--- config.mk ---
export PLATFORM = sky130hd
export DESIGN_NAME = sap_mem_dump
export DESIGN_NICKNAME = d
export VERILOG_FILES = /design/src/rtl/sap_pkg.sv /design/src/rtl/sap_uart_tx_byte.sv /design/src/rtl/sap_mem_dump.sv
export SDC_FILE = /design/constraint.sdc
export NUM_CORES = 1
export LEC_CHECK = 0
export ABC_AREA = 1
export BUFFER_PORTS_ARGS = -buffer_cell sky130_fd_sc_hd__buf_4
export CAP_MARGIN = 0
export CORE_UTILIZATION = 54
export DETAILED_ROUTE_END_ITERATION = 10
export PLACE_DENSITY = 0.8
export SLEW_MARGIN = 20
export SYNTH_ARGS = -nofsm -noshare
export SYNTH_HDL_FRONTEND = slang
export SYNTH_SLANG_ARGS = --single-unit
--- constraint.sdc ---
create_clock -name clk -period 1.85 [get_ports clk]
set_input_delay 0.2775 -clock clk [delete_from_list [all_inputs] [get_ports clk]]
set_output_delay 0.2775 -clock clk [all_outputs]
set_load 0.01 [all_outputs]
--- src/rtl/sap_pkg.sv ---
// sap_pkg: shared constants and dump FSM states; SEND_CK exists only with DUMP_CHECKSUM_EN.
package sap_pkg;
  localparam int DATA_W = 16;
  localparam int ADDR_W = 8;
  localparam int FRAME_BITS = 10;
  localparam logic START_BIT = 1'b0;
  localparam logic STOP_BIT = 1'b1;
`ifdef DUMP_CHECKSUM_EN
  typedef enum logic [2:0] {S_IDLE, S_READ, S_WAIT, S_SEND_HI, S_SEND_LO, S_DONE, S_SEND_CK} state_t;
`else
  typedef enum logic [2:0] {S_IDLE, S_READ, S_WAIT, S_SEND_HI, S_SEND_LO, S_DONE} state_t;
`endif
endpackage

--- src/rtl/sap_uart_tx_byte.sv ---
// sap_uart_tx_byte: 8N1 byte serialiser; ready is also high in the last stop-bit cycle so frames can abut.
module sap_uart_tx_byte import sap_pkg::*; #(
  parameter int CLKS_PER_BIT = 4
) (
  input  logic       clk,
  input  logic       rst,
  input  logic       load,
  input  logic [7:0] data,
  output logic       tx,
  output logic       ready
);
  localparam int BW = $clog2(CLKS_PER_BIT);
  logic [BW-1:0] baud_q, baud_d;
  logic [3:0] bit_q, bit_d;
  logic [8:0] sh_q, sh_d;
  logic tx_q, tx_d, act_q, act_d;
  logic step, frame_end;
  assign step = act_q && baud_q == BW'(CLKS_PER_BIT - 1);
  assign frame_end = step && bit_q == 4'(FRAME_BITS - 1);
  assign ready = !act_q || frame_end;
  assign tx = tx_q;
  // Shift register holds {stop, data}; ones shift in so the line rests high after the stop bit.
  always_comb begin
    baud_d = load || !act_q || step ? '0 : baud_q + 1'b1;
    bit_d = load ? '0 : step ? bit_q + 1'b1 : bit_q;
    sh_d = load ? {STOP_BIT, data} : step ? {STOP_BIT, sh_q[8:1]} : sh_q;
    tx_d = load ? START_BIT : step ? sh_q[0] : tx_q;
    act_d = load || (act_q && !frame_end);
  end
  always_ff @(posedge clk) begin
    if (rst) begin
      baud_q <= '0;
      bit_q <= '0;
      sh_q <= '0;
      tx_q <= 1'b1;
      act_q <= 1'b0;
    end else begin
      baud_q <= baud_d;
      bit_q <= bit_d;
      sh_q <= sh_d;
      tx_q <= tx_d;
      act_q <= act_d;
    end
  end
endmodule

--- src/rtl/sap_mem_dump.sv ---
// sap_mem_dump: reads RAM[start..end] (wrapping) and sends each word as two UART bytes, high first.
// Define DUMP_CHECKSUM_EN to append an XOR checksum byte after the last word.
module sap_mem_dump #(
  parameter int DATA_W = sap_pkg::DATA_W,
  parameter int ADDR_W = sap_pkg::ADDR_W,
  parameter int CLKS_PER_BIT = 4
) (
  input  logic              clk,
  input  logic              rst,
  input  logic              start,
  input  logic [ADDR_W-1:0] start_addr,
  input  logic [ADDR_W-1:0] end_addr,
  output logic              mem_rd_en,
  output logic [ADDR_W-1:0] mem_addr,
  input  logic [DATA_W-1:0] mem_rdata,
  output logic              tx,
  output logic              busy,
  output logic              done
);
  import sap_pkg::*;
  state_t state_q, state_d;
  logic [ADDR_W-1:0] cur_q, cur_d, last_q, last_d;
  logic [7:0] lo_q, lo_d, ld_data;
  logic load, ready;
`ifdef DUMP_CHECKSUM_EN
  logic [7:0] ck_q, ck_d;
`endif
  assign mem_rd_en = state_q == S_READ;
  assign mem_addr = cur_q;
  assign busy = state_q != S_IDLE && state_q != S_DONE;
  assign done = state_q == S_DONE;
  // The high byte is loaded straight from mem_rdata so its start bit leaves on the cycle after WAIT.
  always_comb begin
    state_d = state_q;
    cur_d = cur_q;
    last_d = last_q;
    lo_d = lo_q;
    load = 1'b0;
    ld_data = lo_q;
`ifdef DUMP_CHECKSUM_EN
    ck_d = ck_q;
`endif
    case (state_q)
      S_IDLE: if (start) begin
        state_d = S_READ;
        cur_d = start_addr;
        last_d = end_addr;
`ifdef DUMP_CHECKSUM_EN
        ck_d = '0;
`endif
      end
      S_READ: state_d = S_WAIT;
      S_WAIT: begin
        lo_d = mem_rdata[7:0];
        load = 1'b1;
        ld_data = mem_rdata[15:8];
        state_d = S_SEND_HI;
      end
      S_SEND_HI: if (ready) begin
        load = 1'b1;
        state_d = S_SEND_LO;
      end
      S_SEND_LO: if (ready) begin
        if (cur_q != last_q) begin
          cur_d = cur_q + 1'b1;
          state_d = S_READ;
        end else begin
`ifdef DUMP_CHECKSUM_EN
          load = 1'b1;
          ld_data = ck_q;
          state_d = S_SEND_CK;
`else
          state_d = S_DONE;
`endif
        end
      end
`ifdef DUMP_CHECKSUM_EN
      S_SEND_CK: if (ready) state_d = S_DONE;
`endif
      S_DONE: state_d = S_IDLE;
      default: state_d = S_IDLE;
    endcase
`ifdef DUMP_CHECKSUM_EN
    if (load && state_q != S_SEND_LO) ck_d = ck_q ^ ld_data;
`endif
  end
  always_ff @(posedge clk) begin
    if (rst) begin
      state_q <= S_IDLE;
      cur_q <= '0;
      last_q <= '0;
      lo_q <= '0;
`ifdef DUMP_CHECKSUM_EN
      ck_q <= '0;
`endif
    end else begin
      state_q <= state_d;
      cur_q <= cur_d;
      last_q <= last_d;
      lo_q <= lo_d;
`ifdef DUMP_CHECKSUM_EN
      ck_q <= ck_d;
`endif
    end
  end
  sap_uart_tx_byte #(.CLKS_PER_BIT(CLKS_PER_BIT)) u_tx (
    .clk(clk),
    .rst(rst),
    .load(load),
    .data(ld_data),
    .tx(tx),
    .ready(ready)
  );
endmodule

==> results.sh, run 1 <==
export IMPL_dieArea_mm2=0.00454
export IMPL_nets=442
export IMPL_final_setup_viol_count=0
export IMPL_hold_path_class="in2reg"
export IMPL_crit_path_start_kind="register"
export IMPL_worstPathArrival_ns=1.85
export IMPL_synth_main_ff_cell="dfxtp_1"
export IMPL_ys_types=28
export IMPL_ff_latch_area_um2=882
export IMPL_wl_per_cell_um=11.7
export IMPL_synthCells=358
export IMPL_min_period_ns=1.66
export IMPL_portBuffers=46
export IMPL_wl_met3_um=290
export IMPL_ys_seq_area_share_pct=38.2
export IMPL_drtIter0Drc=123
export IMPL_cts_setup_buffers=0
export IMPL_gp_congestion=0.918
export IMPL_yosysMostFrequentCell="nand2_1"
export IMPL_startpoint="u_tx.baud_q[0]"
export IMPL_num_antenna_cells=0
export IMPL_ios=47
export IMPL_fmaxAchievable_mhz=602
export IMPL_critPathMaxFanout=7
export IMPL_yosys_top_cells_area="dfxtp_1 (38%), nand2_1 (16%), nor2_1 (7.5%), a21oi_1 (7.4%), inv_1 (6.8%)"
export IMPL_ir_drop_mv=0.527
export IMPL_grt_usage_pct=25.7
export IMPL_worst_setup_path_end_kind="register"
export IMPL_r2r_start="u_tx.baud_q[0]"
export IMPL_drtPass1Iterations=4
export IMPL_setup_tns_ns=0
export IMPL_synthArstFlopShare_pct=0
export IMPL_syn_nets=397
export IMPL_place_hpwl_um=3820
export IMPL_syn_area_mm2=0.00231
export IMPL_die_w_um=67.4
export IMPL_met2_length_um=2330
export IMPL_worstPathRequired_ns=2.04
export IMPL_min_period_over_period_pct=89.8
export IMPL_top_layer="met4"
export IMPL_hold_violations=0
export IMPL_syn_to_final_growth_pct=21.1
export IMPL_grt_pass1_wl_um=8760
export IMPL_ant_nets=0
export IMPL_core_mm2=0.00406
export IMPL_htree_levels=2
export IMPL_drv_slew=0
export IMPL_cts_root_buf="clkbuf_8"
export IMPL_met1_length_um=2580
export IMPL_wl_um=5300
export IMPL_ys_ff_latch=44
export IMPL_cp_slowest_cell="dfxtp_1"
export IMPL_crit_top_cell="nand2_1"
export IMPL_vias_per_cell=5.07
export IMPL_min_from="mem_rdata[5]"
export IMPL_path_clk_slew_ns=0.09
export IMPL_drive_above_1_share_pct=18.8
export IMPL_grt_pass1_vias=2042
export IMPL_clk_latency_ns=0.31
export IMPL_skew_ns=0.00964
export IMPL_p_leak_nw=1.29
export IMPL_cts_buffer_depth=2
export IMPL_rows=23
export IMPL_synth_edf_count=0
export IMPL_cts_tree="built"
export IMPL_power_density_mw_per_mm2=872
export IMPL_synth_warnings=0
export IMPL_multi_input_comb_area_mm2=0.00120
export IMPL_grt_overflow=0
export IMPL_cap_violations=0
export IMPL_path_cells="ha_1 > nand2_1 > inv_1 > nand2_1 > nand2_1 > nand2_2 > nand2_2 > inv_4 > nand2_1 > nor2_1 > nor2_1 > nor2_1"
export IMPL_rsz0062_at_grt="false"
export IMPL_ctsHoldBuffers=0
export IMPL_synth_top_cells_by_count="nand2_1 (99), nor2_1 (46), dfxtp_1 (44)"
export IMPL_synth_avg_cell_area_um2=6.44
export IMPL_critPathKind="reg2reg"
export IMPL_grt_max_degree=30
export IMPL_synth_top_cell_by_area="dfxtp_1"
export IMPL_slowest_delay_ns=0.35
export IMPL_vias=2302
export IMPL_tightest_slew_ns=0.420
export IMPL_clock_sinks=44
export IMPL_drc_errors=0
export IMPL_synth_top_cell_area_share_pct=38.2
export IMPL_slew_headroom_pct=71.9
export IMPL_dieHeight_um=67.4
export IMPL_fillers=377
export IMPL_initial_utilization_pct=56.9
export IMPL_final_util_pct=68.9
export IMPL_antenna_found_initial=0
export IMPL_cts_buffers=5
export IMPL_status="finished, final reports clean"
-- critical path, delay by kind of cell (launching register included) --
| kind | cells | cell delay, ns |
|---|---|---|
| adder cells (fa/ha/maj) | 1 | 0.23 |
| buffers and inverters | 2 | 0.12 |
| flip-flops | 1 | 0.35 |
| AND/OR/NAND/NOR | 9 | 0.85 |
-- worst paths after layout --
| check | cells after the start | end | slack, ns |
|---|---|---|---|
| max | 12 | u_tx.sh_q[2] | 0.19 |
| min | 3 | lo_q[5] | 0.22 |
| max reg2reg | 12 | u_tx.sh_q[2] | 0.19 |
| min reg2reg | 1 | u_tx.baud_q[0] | 0.45 |
-- area by class of cell --
| class | instances | area share [%] |
|---|---|---|
| Inverter | 48 | 6.54 |
| Timing Repair Buffer | 48 | 12.9 |
| Clock inverter | 3 | 1.52 |
| Multi-Input combinational cell | 256 | 42.8 |
| Tap cell | 50 | 2.24 |
| Sequential cell | 44 | 31.6 |
| Clock buffer | 5 | 2.46 |
-- state kept, by name, summed over array words and instances (netlist names) --
name and count:
mem_addr 8, lo_q 8, u_tx.act_q 1, last_q 8, state_q 3, u_tx.tx 1, u_tx.sh_q 9, u_tx.bit_q 4
u_tx.baud_q 2
-- logic make-up (layout without fill, tap and decap cells) --
logic type                 after synthesis  after routing  synth area share, %
xor gates and xnor gates                 4              4                 1.52
DFF                                     44             44                 38.2
AOI/OAI and AO/OA                       61             61                 13.6
buffers and inverters                   58            104                 9.98
and+or+nand+nor                        187            187                 34.6
adders and majority gates                4              4                 2.17
-- where the power goes --
group | total (W) | switching (W) | internal (W)
sequential | 0.00110 | 0.0000726 | 0.00103
clock | 0.000752 | 0.000352 | 0.000400
combinational | 0.000582 | 0.000346 | 0.000236
-- through the flow --
stage | setup slack, ns | cell area [µm²] | hold slack, ns | power, W | instances
final | 0.189 | 2800 | 0.220 | 0.00244 | 454
after global routing | 0.0230 | 2800 | 0.219 | 0.00256 | 454
after CTS | 0.163 | 2790 | 0.218 | 0.00245 | 454
after detailed placement | 0.196 | 2680 | 0.438 | 0.00170 | 446
after global placement | 0.260 | 2680 | 0.413 | 0.00169 | 446
after floorplan | 0.392 | 2310 | 0.405 | 0.00151 | 358
-- layer usage --
layer  vias up  global-route usage [%]
li1       1217                       -
met1      1017                    33.1
met2        59                    40.8
met3         9                    5.07
met4         0                    12.2
met5         -                       0
-- cells in the final DEF (no fill, tap or decap), types with 2 or more instances in the layout --
cell type / n
a21oi_1: 34
nand4_1: 2
nor3_1: 2
nor4_1: 2
dfxtp_1: 43
nand2_2: 5
nand3_2: 3
inv_2: 5
buf_4: 48
or2_2: 2
nor2_1: 46
ha_1: 4
nand2_1: 99
o21ai_0: 21
o21ai_1: 3
clkbuf_8: 5
inv_1: 42
xnor2_1: 3
nand3_1: 22
-- timing repair --
action / CTS / global route
gates resized for setup: 0 / 2
endpoints found under the setup margin: 0 / 5
hold endpoints to repair: 0 / 0
Power figures use the tool's default switching activity.
==> inputs of run 2 (changes only) <==
ABC_AREA = not set   (was 1)
CORE_MARGIN = 4   (was not set)
==> results.sh, run 2 <==
export IMPL_ctsHoldBuffers=0
export IMPL_clk_latency_ns=0.30
export IMPL_reg2reg_depth=6
export IMPL_r2r_start="u_tx.baud_q[0]"
export IMPL_ant_nets=0
export IMPL_cts_buffers=5
export IMPL_power_share_clock_pct=26.0
export IMPL_grt_usage_pct=20.1
export IMPL_ys_ff_latch=44
export IMPL_ff_latch_area_um2=881
export IMPL_crit_path_start_kind="register"
export IMPL_critPathKind="reg2reg"
export IMPL_ir_drop_mv=0.517
export IMPL_largest_reg_flops=9
export IMPL_slew_headroom_pct=74.8
export IMPL_grt_pass1_wl_um=8090
export IMPL_critPathMaxFanout=12
export IMPL_status="finished, final reports clean"
export IMPL_skew_ns=0.00802
export IMPL_syn_nets=296
export IMPL_min_period_over_period_pct=91.5
export IMPL_tightest_slew_ns=0.378
export IMPL_synthArstFlopShare_pct=0
export IMPL_synth_compound_area_share_pct=22.2
export IMPL_ys_types=45
export IMPL_worst_setup_path_end_kind="register"
export IMPL_synth_main_ff_cell="dfxtp_1"
export IMPL_grt_pass1_vias=1770
export IMPL_hold_path_class="in2reg"
export IMPL_drv_slew=0
export IMPL_synthAdderAreaFrac_pct=2.28
export IMPL_worstHoldPathCells=3
export IMPL_final_cell_mix="buf_4 (65), dfxtp_1 (44), nand2_1 (36), a21oi_1 (25), o21ai_0 (16)"
export IMPL_fmaxAchievable_mhz=591
export IMPL_rows=22
export IMPL_cap_violations=0
export IMPL_swShare_pct=29.2
export IMPL_hold_ws_ns=0.225
export IMPL_dieArea_mm2=0.00515
export IMPL_min_from="end_addr[3]"
export IMPL_grt_max_degree=34
export IMPL_portBuffers=46
export IMPL_synth_top_cell_area_share_pct=40.1
export IMPL_htree_levels=2
export IMPL_synth_top_cell_by_area="dfxtp_1"
export IMPL_yosys_top_cells_area="dfxtp_1 (40%), nand2_1 (6.2%), a21oi_1 (5.7%), mux2i_1 (5.0%), xnor2_1 (4.0%)"
export IMPL_regMostFlops="u_tx.sh_q"
export IMPL_multi_input_comb_area_mm2=0.00120
export IMPL_whs_endpoint="last_q[3]"
export IMPL_synth_avg_cell_area_um2=8.55
export IMPL_ios=47
export IMPL_power_switching_w=0.000636
export IMPL_die_w_um=71.8
export IMPL_synth_xor_area_share_pct=5.52
export IMPL_drtPass1Iterations=4
export IMPL_hold_violations=0
export IMPL_worstPathRequired_ns=2.02
export IMPL_synthCells=257
export IMPL_final_common_cell="buf_4"
export IMPL_drive_above_1_share_pct=27.4
export IMPL_drc_errors=0
export IMPL_cts_tree="built"
export IMPL_cts_buffer_depth=2
export IMPL_final_setup_viol_count=0
export IMPL_p_leak_nw=1.05
export IMPL_min_period_ns=1.69
export IMPL_synthMuxAreaShare_pct=5.01
export IMPL_clock_sinks=44
export IMPL_synth_simple_area_share_pct=19.5
export IMPL_rrSetupSlack_ns=0.16
export IMPL_synth_warnings=0
export IMPL_path_clk_slew_ns=0.08
export IMPL_intPower_w=0.00154
export IMPL_cts_root_buf="clkbuf_8"
export IMPL_dieHeight_um=71.8
export IMPL_nets=349
export IMPL_grt_overflow=0
export IMPL_ys_seq_area_share_pct=40.1
export IMPL_syn_to_final_growth_pct=24.0
export IMPL_drtIter0Drc=193
export IMPL_fillers=327
export IMPL_wl_um=5180
export IMPL_vias=2013
export IMPL_core_mm2=0.00380
export IMPL_power_density_mw_per_mm2=799
export IMPL_vias_per_cell=5.62
export IMPL_antenna_found_initial=0
export IMPL_gp_congestion=0.752
export IMPL_yosysMostFrequentCell="dfxtp_1"
export IMPL_num_antenna_cells=0
export IMPL_setup_tns_ns=0
export IMPL_pwr_share_comb_pct=24.2
export IMPL_rsz0062_at_grt="false"
export IMPL_synth_top_cells_by_count="dfxtp_1 (44), nand2_1 (36), a21oi_1 (25)"
export IMPL_wl_per_cell_um=14.5
export IMPL_worstPathArrival_ns=1.86
export IMPL_timing_rr_end="u_tx.sh_q[6]"
export IMPL_synth_top_family_by_area="compound AO/OA/AOI/OAI gates"
export IMPL_synth_edf_count=0
export IMPL_initial_utilization_pct=57.8
export IMPL_place_hpwl_um=3540
export IMPL_seq_power_share_pct=49.8
export IMPL_syn_area_mm2=0.00220
## run 2: cell count changes after synthesis, moves of 7 or more
cell,previous run,this run
nand2_1,99,36
inv_1,42,5
nor2_1,46,12
nand3_1,22,6
mux2i_1,0,11
a31oi_1,0,10
a21oi_1,34,25
o22ai_1,0,8
xnor2_1,3,10
## run 2: cell type report
| cell class | instances | area share, % |
|---|---|---|
| repair buffers | 65 | 17.9 |
| inverters | 5 | 0.689 |
| multi-input cells | 189 | 44.0 |
| clock buffers | 6 | 2.66 |
| well taps | 48 | 2.20 |
| flip-flops and latches | 44 | 32.3 |
| clock inverters | 1 | 0.184 |
## run 2: logic make-up (layout without fill, tap and decap cells)
group,Yosys count,count (layout)
AND/OR/NAND/NOR,86,86
AO/OA/AOI/OAI,75,75
flip-flops,44,44
buffers and inverters,24,77
XOR/XNOR,13,13
multiplexers,11,11
adder cells (fa/ha/maj),4,4
## run 2: how the worst max path moves through the flow
stage	startpoint	endpoint	cells after the start
6_report	u_tx.baud_q[0]	u_tx.sh_q[6]	6
5_1_grt	u_tx.baud_q[0]	mem_addr[6]	6
4_1_cts	u_tx.baud_q[0]	u_tx.sh_q[6]	6
3_5_place_dp	u_tx.baud_q[0]	mem_addr[3]	6
3_3_place_gp	u_tx.baud_q[0]	mem_addr[3]	6
2_1_floorplan	state_q[0]	done	3
## run 2: power by group through the flow
stage | registers [W] | clock network (W) | logic (W)
5_1_grt | 0.00109 | 0.000610 | 0.000576
3_5_place_dp | 0.00110 | 0 | 0.000503
6_report | 0.00109 | 0.000565 | 0.000528
3_3_place_gp | 0.00110 | 0 | 0.000492
4_1_cts | 0.00108 | 0.000578 | 0.000509
2_1_floorplan | 0.00110 | 0 | 0.000318
## run 2: critical path, stage by stage, from the launching register on
cell and delay [ns]:
dfxtp_1 0.38, ha_2 0.24, nand4b_1 0.20, a31oi_1 0.25, or2_1 0.19, buf_4 0.21
o22ai_1 0.10
## run 2: layer usage
layer,up-vias,GRT usage (%),routed length (µm)
li1,1010,-,-
met1,930,26.9,2340
met2,60,30.1,2380
met3,13,5.75,330
met4,0,8.35,125
met5,-,0,0
## run 2: metrics by stage
stage | instance area (µm²) | utilization (%) | cells | setup WS, ns | total power, W
6_report | 2730 | 71.7 | 358 | 0.157 | 0.00218
5_1_grt | 2730 | 71.7 | 358 | 0.0236 | 0.00228
4_1_cts | 2690 | 70.9 | 354 | 0.0696 | 0.00217
3_5_place_dp | 2620 | 68.8 | 347 | 0.179 | 0.00161
3_3_place_gp | 2620 | 68.8 | 347 | 0.270 | 0.00159
2_1_floorplan | 2200 | - | 257 | 0.227 | 0.00142
## run 2: what timing repair did
action / in CTS / in global routing
buffers inserted: 0 / 4
setup endpoints to repair: 0 / 14
resized for setup: 0 / 2
==> inputs of run 3 (changes only) <==
CORE_MARGIN = not set   (was 4)
PLACE_DENSITY = 0.81   (was 0.8)
==> results.sh, run 3 (synthesis gave the netlist of run 2 again) <==
export IMPL_cts_root_buf="clkbuf_8"
export IMPL_drv_slew=0
export IMPL_num_antenna_cells=0
export IMPL_wl_um=4770
export IMPL_wl_per_cell_um=13.4
export IMPL_portBuffers=46
export IMPL_die_w_um=65.8
export IMPL_grt_pass1_wl_um=7870
export IMPL_antenna_found_initial=0
export IMPL_ctsHoldBuffers=0
export IMPL_dieArea_mm2=0.00433
export IMPL_clk_latency_ns=0.30
export IMPL_min_period_ns=1.71
export IMPL_final_util_pct=71.9
export IMPL_hold_path_class="in2reg"
export IMPL_core_mm2=0.00377
export IMPL_vias=1962
export IMPL_power_density_mw_per_mm2=812
export IMPL_crit_path_start_kind="register"
export IMPL_power_switching_w=0.000628
export IMPL_rsz0062_at_grt="false"
export IMPL_p_leak_nw=1.05
export IMPL_setup_tns_ns=0
export IMPL_worstPathArrival_ns=1.94
export IMPL_skew_ns=0.00842
export IMPL_cp_top_family="compound AO/OA/AOI/OAI gates"
export IMPL_worst_setup_path_end_kind="register"
export IMPL_cts_buffer_depth=2
export IMPL_grt_usage_pct=24.4
export IMPL_rows=22
export IMPL_ios=47
export IMPL_htree_levels=2
export IMPL_slowest_delay_ns=0.34
export IMPL_cap_violations=0
export IMPL_intPower_w=0.00158
export IMPL_grt_overflow=0
export IMPL_seq_power_share_pct=49.3
export IMPL_cp_slowest_cell="dfxtp_1"
export IMPL_ir_drop_mv=0.529
export IMPL_min_period_over_period_pct=92.6
export IMPL_worstHoldPathCells=3
export IMPL_final_cells=356
export IMPL_drive_above_1_share_pct=26.3
export IMPL_crit_buf_inv=0
export IMPL_final_common_cell="buf_4"
export IMPL_swShare_pct=28.5
export IMPL_critPathMaxFanout=15
export IMPL_critPathKind="reg2reg"
export IMPL_worstPathRequired_ns=2.07
export IMPL_regMostFlops="u_tx.sh_q"
export IMPL_initial_utilization_pct=58.3
export IMPL_rrSetupSlack_ns=0.14
export IMPL_hold_violations=0
export IMPL_final_cell_mix="buf_4 (62), dfxtp_1 (44), nand2_1 (36), a21oi_1 (25), o21ai_0 (16)"
export IMPL_setup_ws_ns=0.138
export IMPL_drtPass1Iterations=4
export IMPL_power_share_clock_pct=28.0
export IMPL_cts_tree="built"
export IMPL_place_area_mm2=0.00262
export IMPL_gp_congestion=0.822
export IMPL_slew_headroom_pct=74.4
export IMPL_dpl_worst_slack_ns=0.166
export IMPL_tightest_slew_ns=0.384
export IMPL_drtIter0Drc=184
export IMPL_vias_per_cell=5.51
export IMPL_grt_max_degree=34
export IMPL_largest_reg_flops=9
export IMPL_fillers=308
export IMPL_path_clk_slew_ns=0.08
export IMPL_place_hpwl_um=3430
export IMPL_final_setup_viol_count=0
export IMPL_design_area_mm2=0.00271
export IMPL_nets=346
export IMPL_path_cells="ha_1 > nand4b_1 > a21boi_1 > o32a_4 > a21oi_1 > a211oi_2"
export IMPL_cts_buffers=5
export IMPL_ff_latch_area_um2=881
export IMPL_pwr_share_comb_pct=22.6
export IMPL_clock_sinks=44
export IMPL_grt_pass1_vias=1741
export IMPL_place_inst=348
export IMPL_multi_input_comb_area_mm2=0.00120
export IMPL_worstSetupPathDepth=6
export IMPL_reg2reg_depth=6
export IMPL_syn_to_final_growth_pct=23.5
export IMPL_fmaxAchievable_mhz=584
export IMPL_drc_errors=0
export IMPL_ant_nets=0
export IMPL_dieHeight_um=65.8
export IMPL_status="finished, final reports clean"
## run 3: area by class of cell
type	count	share of cell area, %
timing repair buffer	62	17.2
sequential	44	32.5
multi-input combinational	189	44.1
tap	48	2.21
clock buffer	8	3.32
inverter	5	0.692
## run 3: worst reg2reg max path, stage by stage (launching register included)
cell,delay [ns]
dfxtp_1,0.34
ha_1,0.24
nand4b_1,0.22
a21boi_1,0.23
o32a_4,0.30
a21oi_1,0.11
a211oi_2,0.20
## run 3: path summary, 6_finish.rpt
path,startpoint,to
setup / recovery,u_tx.baud_q[0],mem_addr[3]
hold / removal,end_addr[0],last_q[0]
setup reg to reg,u_tx.baud_q[0],mem_addr[3]
hold reg to reg,u_tx.baud_q[0],u_tx.baud_q[0]
## run 3: routing by layer
metal | track usage [%] | vias to the layer above | routed length [µm]
li1 | - | 1003 | -
met1 | 33.2 | 895 | 2290
met2 | 37.4 | 60 | 2210
met3 | 6.72 | 4 | 229
met4 | 7.34 | 0 | 42
met5 | 0 | - | 0
## run 3: through the flow
step | hold slack (ns) | power (W)
finish | 0.226 | 0.00220
floorplan | 0.408 | 0.00142
detailed placement | 0.427 | 0.00160
global placement | 0.415 | 0.00159
global route | 0.219 | 0.00234
CTS | 0.221 | 0.00221
## run 3: power by group through the flow
stage / Combinational, W / Clock (W) / Sequential [W]
after floorplan: 0.000318 / 0 / 0.00110
after global placement: 0.000487 / 0 / 0.00110
after detailed placement: 0.000495 / 0 / 0.00111
after CTS: 0.000498 / 0.000626 / 0.00109
after global routing: 0.000554 / 0.000685 / 0.00110
final: 0.000499 / 0.000618 / 0.00109
## run 3: what timing repair did
item	CTS	global route
hold endpoints to repair	0	0
setup endpoints to repair	0	8
setup buffers	0	0
gates resized for setup	0	1
